===== config.mk =====
export PLATFORM = sky130hd
export DESIGN_NAME = hack_rom_loader
export DESIGN_NICKNAME = d
export VERILOG_FILES = /design/src/rtl/hack_pkg.sv /design/src/rtl/hack_rom_loader.sv
export SDC_FILE = /design/constraint.sdc
export NUM_CORES = 1
export LEC_CHECK = 0
export ABC_AREA = 1
export CORE_ASPECT_RATIO = 1.1
export CORE_MARGIN = 2
export CORE_UTILIZATION = 45
export DETAILED_ROUTE_END_ITERATION = 7
export GPL_TIMING_DRIVEN = 0
export PLACE_DENSITY = 0.69
export SYNTH_ARGS = -nofsm -noshare
export SYNTH_HDL_FRONTEND = slang
export SYNTH_SLANG_ARGS = --single-unit

===== constraint.sdc =====
create_clock -name clk -period 2.1 [get_ports clk]
set_input_delay 0.42 -clock clk [delete_from_list [all_inputs] [get_ports clk]]
set_output_delay 0.42 -clock clk [all_outputs]
set_load 0.005 [all_outputs]

===== src/rtl/hack_pkg.sv =====
// Shared definitions for the Hack boot loader: state encoding and word/address widths.
package hack_pkg;

  localparam int unsigned HACK_WORD_W     = 16;
  localparam int unsigned HACK_ROM_ADDR_W = 15;

  typedef enum logic [2:0] {
    StLenHi,
    StLenLo,
    StDataHi,
    StDataLo,
    StCsum,
    StFlush,
    StRun,
    StError
  } loader_state_e;

endpackage


===== src/rtl/hack_rom_loader.sv =====
// Length-prefixed byte-stream loader for the Hack instruction ROM; holds the CPU in reset
// until the image is written. Optional XOR checksum byte: define HACK_LOADER_CHECKSUM_EN.
module hack_rom_loader
  import hack_pkg::*;
#(
  parameter int unsigned ADDR_W = HACK_ROM_ADDR_W
) (
  input  logic                   clk,
  input  logic                   reset,
  input  logic                   load_req,
  input  logic [7:0]             rx_data,
  input  logic                   rx_valid,
  output logic                   rx_ready,
  output logic                   rom_we,
  output logic [ADDR_W-1:0]      rom_addr,
  output logic [HACK_WORD_W-1:0] rom_wdata,
  output logic                   cpu_reset,
  output logic                   done,
  output logic                   error
);

`ifdef HACK_LOADER_CHECKSUM_EN
  localparam loader_state_e AfterData = StCsum;
`else
  localparam loader_state_e AfterData = StFlush;
`endif

  loader_state_e              state_q;
  logic [7:0]                 hi_q;
  logic [ADDR_W:0]            len_q;
  logic [ADDR_W:0]            idx_q;
  logic [ADDR_W:0]            idx_inc;
  logic                       rom_we_q;
  logic [ADDR_W-1:0]          rom_addr_q;
  logic [HACK_WORD_W-1:0]     rom_wdata_q;
  logic                       cpu_reset_q;
  logic [31:0]                len_word;
  logic                       xfer;
  logic                       last_word;
  logic                       len_too_big;
`ifdef HACK_LOADER_CHECKSUM_EN
  logic [7:0]                 csum_q;
`endif

  always_comb begin
    rx_ready = 1'b0;
    case (state_q)
      StLenHi, StLenLo, StDataHi, StDataLo: rx_ready = 1'b1;
`ifdef HACK_LOADER_CHECKSUM_EN
      StCsum:                               rx_ready = 1'b1;
`endif
      default:                              rx_ready = 1'b0;
    endcase
  end

  assign xfer        = rx_valid && rx_ready;
  assign len_word    = {16'h0000, hi_q, rx_data};
  // Index is one bit wider than the address so that a full 2^ADDR_W image is legal.
  assign len_too_big = len_word > (32'd1 << ADDR_W);
  assign idx_inc     = idx_q + {{ADDR_W{1'b0}}, 1'b1};
  assign last_word   = (idx_inc == len_q);

  always_ff @(posedge clk or negedge reset) begin
    if (!reset) begin
      state_q     <= StLenHi;
      hi_q        <= 8'h00;
      len_q       <= '0;
      idx_q       <= '0;
      rom_we_q    <= 1'b0;
      rom_addr_q  <= '0;
      rom_wdata_q <= '0;
      cpu_reset_q <= 1'b1;
`ifdef HACK_LOADER_CHECKSUM_EN
      csum_q      <= 8'h00;
`endif
    end else if (load_req) begin
      state_q     <= StLenHi;
      idx_q       <= '0;
      rom_we_q    <= 1'b0;
      cpu_reset_q <= 1'b1;
`ifdef HACK_LOADER_CHECKSUM_EN
      csum_q      <= 8'h00;
`endif
    end else begin
      rom_we_q    <= 1'b0;
      // Lags the state by one edge so the last ROM write retires before the CPU starts.
      cpu_reset_q <= (state_q != StRun);
      case (state_q)
        StLenHi: begin
          if (xfer) begin
            hi_q    <= rx_data;
            state_q <= StLenLo;
          end
        end
        StLenLo: begin
          if (xfer) begin
            len_q <= len_word[ADDR_W:0];
            idx_q <= '0;
            if (len_too_big)             state_q <= StError;
            else if (len_word == 32'd0)  state_q <= AfterData;
            else                         state_q <= StDataHi;
          end
        end
        StDataHi: begin
          if (xfer) begin
            hi_q    <= rx_data;
            state_q <= StDataLo;
`ifdef HACK_LOADER_CHECKSUM_EN
            csum_q  <= csum_q ^ rx_data;
`endif
          end
        end
        StDataLo: begin
          if (xfer) begin
            rom_we_q    <= 1'b1;
            rom_addr_q  <= idx_q[ADDR_W-1:0];
            rom_wdata_q <= {hi_q, rx_data};
`ifdef HACK_LOADER_CHECKSUM_EN
            csum_q      <= csum_q ^ rx_data;
`endif
            if (last_word) begin
              state_q <= AfterData;
            end else begin
              idx_q   <= idx_inc;
              state_q <= StDataHi;
            end
          end
        end
`ifdef HACK_LOADER_CHECKSUM_EN
        StCsum: begin
          if (xfer) state_q <= (rx_data == csum_q) ? StFlush : StError;
        end
`endif
        StFlush: state_q <= StRun;
        default: ;
      endcase
    end
  end

  assign rom_we    = rom_we_q;
  assign rom_addr  = rom_addr_q;
  assign rom_wdata = rom_wdata_q;
  assign cpu_reset = cpu_reset_q;
  assign done      = (state_q == StRun);
  assign error     = (state_q == StError);

endmodule


==> results.json <==
{
  "outcome": "finished, violations left",
  "violations": "negative setup slack",
  "use_met1": 0.295,
  "syn_to_final_growth_pct": 33.0,
  "peakVddDrop_v": 0.000502,
  "die_h_um": 102,
  "die_w_um": 92.8,
  "path_buf_inv": 3,
  "dieArea_sq_um": 9430,
  "max_slew_margin": 0.614,
  "maxCapViolCount": 0,
  "cts_tree": "done",
  "synth.yosys.seq_area_share": 0.488,
  "crit_family": "simple AND/OR/NAND/NOR gates",
  "arrival_ns": 2.57,
  "clock-sinks": 76,
  "critPathMaxStageDelay_ns": 0.43,
  "syn_area_sq_um": 3900,
  "io_pins": 48,
  "clkPwrFrac": 0.330,
  "layout-drive-gt1-share": 0.171,
  "crit_required_ns": 2.38,
  "cts_buffers": 9,
  "clk_pin_slew_worst_paths_ns": 0.08,
  "nNetsFinal": 617,
  "synthCells": 524,
  "place.port_buffers": 47,
  "power.total_mw": 4.41,
  "swShare": 0.299,
  "max_freq_mhz": 438,
  "ctsHoldBuffers": 0,
  "coreArea_sq_um": 8410,
  "rows": 35,
  "hold_ws_ns": 0.0267,
  "cts-root-buf": "clkbuf_8",
  "critPathKind": "reg2reg",
  "synth_warnings": 0,
  "drv_slew": 0,
  "clk_latency_ns": 0.35,
  "grt_first_pass_wirelength_um": 17400,
  "cp_common_cell": "nand2_1",
  "n_antenna_cell": 0,
  "path_cells": "ha_4 > buf_6 > inv_1 > nand2_2 > nand3_2 > nand2_1 > nor2_2 > nand3_1 > nor2_1 > nand2_1 > nor2_1 > nand3_1 > nand2_2 > nand2_4 > nand2_8 > buf_6 > nand2_1 > nand2_1",
  "endpoint_kind": "flop",
  "cp_max_fo": 6,
  "layout_min_cycle_time_ns": 2.29,
  "wl_per_cell_um": 14.5,
  "finClkSkew_ns": 0.00961,
  "finalSetupViolations": 17,
  "grt_pass1_vias": 3651,
  "p_int_mw": 3.10,
  "ys_top_cells_by_count": "nand2_1 (184), dfrtp_1 (75), o21ai_0 (58)",
  "synth_ff_type": "dfrtp_1",
  "synth.area.top_cells": "dfrtp_1 (48%), nand2_1 (18%), o21ai_0 (7.4%)",
  "vias": 3793,
  "setup_slack_ns": -0.185,
  "p_sw_mw": 1.32,
  "drc": 0,
  "p_seq_frac": 0.436,
  "power_density_nw_per_um2": 851,
  "synth-seq-cells": 76,
  "h-tree-depth": 3,
  "n_fill_cell": 759,
  "critPathSlowestCell": "dfrtp_1",
  "synth.distinct_cells": 28,
  "hold_class": "in2async",
  "tightest_slew_ns": 0.579,
  "busiest_layer": "met2",
  "grt_max_degree": 42,
  "grt_use_total": 0.235,
  "dp.final_hpwl_um": 7490,
  "initial_utilization": 0.464,
  "use_met3": 0.0417,
  "drtIter0Drc": 231,
  "wirelength_um": 10400,
  "synth.most_common_cell": "nand2_1",
  "dr.pass1.iters": 5,
  "place.gp.congestion": 0.926,
  "grt_setup_unrepaired": "true",
  "dpl.cell_count": 683,
  "final_cells": 719,
  "yosys.area.top_type": "dfrtp_1",
  "gr-total-overflow": 0,
  "period_share": 1.09,
  "avgSynthCellArea_sq_um": 7.45,
  "antenna_found_initial": 0,
  "start_kind": "flop",
  "synth_edf_count": 0,
  "power_frac_comb": 0.234,
  "synth_top_area_frac": 0.481,
  "async_flop_share": 1.00,
  "finalHoldViolations": 0,
  "ant_nets": 0,
  "cts.path.max_buffers": 2,
  "final_util": 0.617,
  "vias_per_cell": 5.28,
  "p_leak_nw": 2.39,
  "syn_nets": 537,
  "fin_setup_tns_ns": -2.75,
  "use_met2": 0.399
}
## worst register-to-register path, cell delays in order (launching register included)
cell	delay, ns
dfrtp_1	0.43
ha_4	0.20
buf_6	0.11
inv_1	0.05
nand2_2	0.06
nand3_2	0.07
nand2_1	0.06
nor2_2	0.16
nand3_1	0.09
nor2_1	0.12
nand2_1	0.06
nor2_1	0.08
nand3_1	0.13
nand2_2	0.12
nand2_4	0.09
nand2_8	0.09
buf_6	0.15
nand2_1	0.06
nand2_1	0.06
## final timing paths
check,cells after the start,slack [ns],start,to
max in group asynchronous,2,1.49,reset,idx_q[4]$_DFFE_PN0P_
min in group clk,2,0.48,rom_addr[1]$_DFFE_PN0P_,rom_addr[1]$_DFFE_PN0P_
max,18,-0.19,idx_q[1]$_DFFE_PN0P_,idx_q[3]$_DFFE_PN0P_
max reg2reg,18,-0.19,idx_q[1]$_DFFE_PN0P_,idx_q[3]$_DFFE_PN0P_
min reg2reg,2,0.48,rom_addr[1]$_DFFE_PN0P_,rom_addr[1]$_DFFE_PN0P_
min,1,0.03,reset,idx_q[12]$_DFFE_PN0P_
## per-layer routing
metal,wire (um),vias to the layer above
li1,-,1842
met1,4380,1804
met2,5200,120
met3,501,27
met4,363,0
met5,0,-
## through the flow
stage | cell area, sq um | setup WS, ns
after detailed placement | 4530 | -0.430
after CTS | 5060 | -0.170
after floorplan | 3900 | 0.0992
after global placement | 4510 | -2.02
final | 5190 | -0.185
after global routing | 5190 | -0.345
## repair_timing
| item | in CTS | in global routing |
|---|---|---|
| resized for setup | 27 | 43 |
| pin swaps | 13 | 23 |
| endpoints found under the hold margin | 0 | 0 |
| setup buffers | 19 | 2 |
| endpoints found under the setup margin | 35 | 51 |
| cloned | 1 | 0 |
## layout make-up
class,count,area (sq um),area share
sequential,76,1910,0.368
multi-input combinational,378,1910,0.367
timing repair buffer,70,703,0.136
inverter,56,210,0.0405
tap,111,139,0.0268
clock inverter,6,138,0.0265
clock buffer,9,124,0.0239
buffer,13,58.8,0.0113
## cells in the final DEF, fill, tap and decap left out, drive strengths merged, types with 4 or more instances in the layout
| cell | count |
|---|---|
| a21oi | 9 |
| buf | 25 |
| bufinv | 4 |
| clkbuf | 21 |
| clkdlybuf4s50 | 46 |
| dfrtp | 75 |
| inv | 56 |
| nand2 | 190 |
| nand3 | 47 |
| nand3b | 4 |
| nand4 | 10 |
| nor2 | 45 |
| nor3 | 5 |
| o21ai | 59 |
## logic make-up (layout without fill, tap and decap cells)
group           after synthesis  after routing  share of synthesized area
simple gates                306            306                      0.341
flops                        76             76                      0.488
buf+inv                      70            154                     0.0696
compound gates               69             69                     0.0901
xor+xnor                      2              2                    0.00802
fa+ha+maj                     1              1                    0.00321
## registers in the layout, summed over array words and instances (netlist names)
signal,flops
idx_q,16
state_q,3
len_q,16
cpu_reset,1
hi_q,8
rom_we,1
rom_addr,15
rom_wdata,16
## power by group through the flow
| stage | registers [mW] | logic, mW | clock network (mW) |
|---|---|---|---|
| 2_1_floorplan | 1.88 | 0.543 | 0 |
| 5_1_grt | 1.96 | 1.17 | 1.54 |
| 3_5_place_dp | 1.94 | 0.903 | 0 |
| 6_report | 1.92 | 1.03 | 1.46 |
| 4_1_cts | 1.91 | 0.985 | 1.48 |
| 3_3_place_gp | 1.93 | 0.881 | 0 |
(Power assumes the default switching activity.)
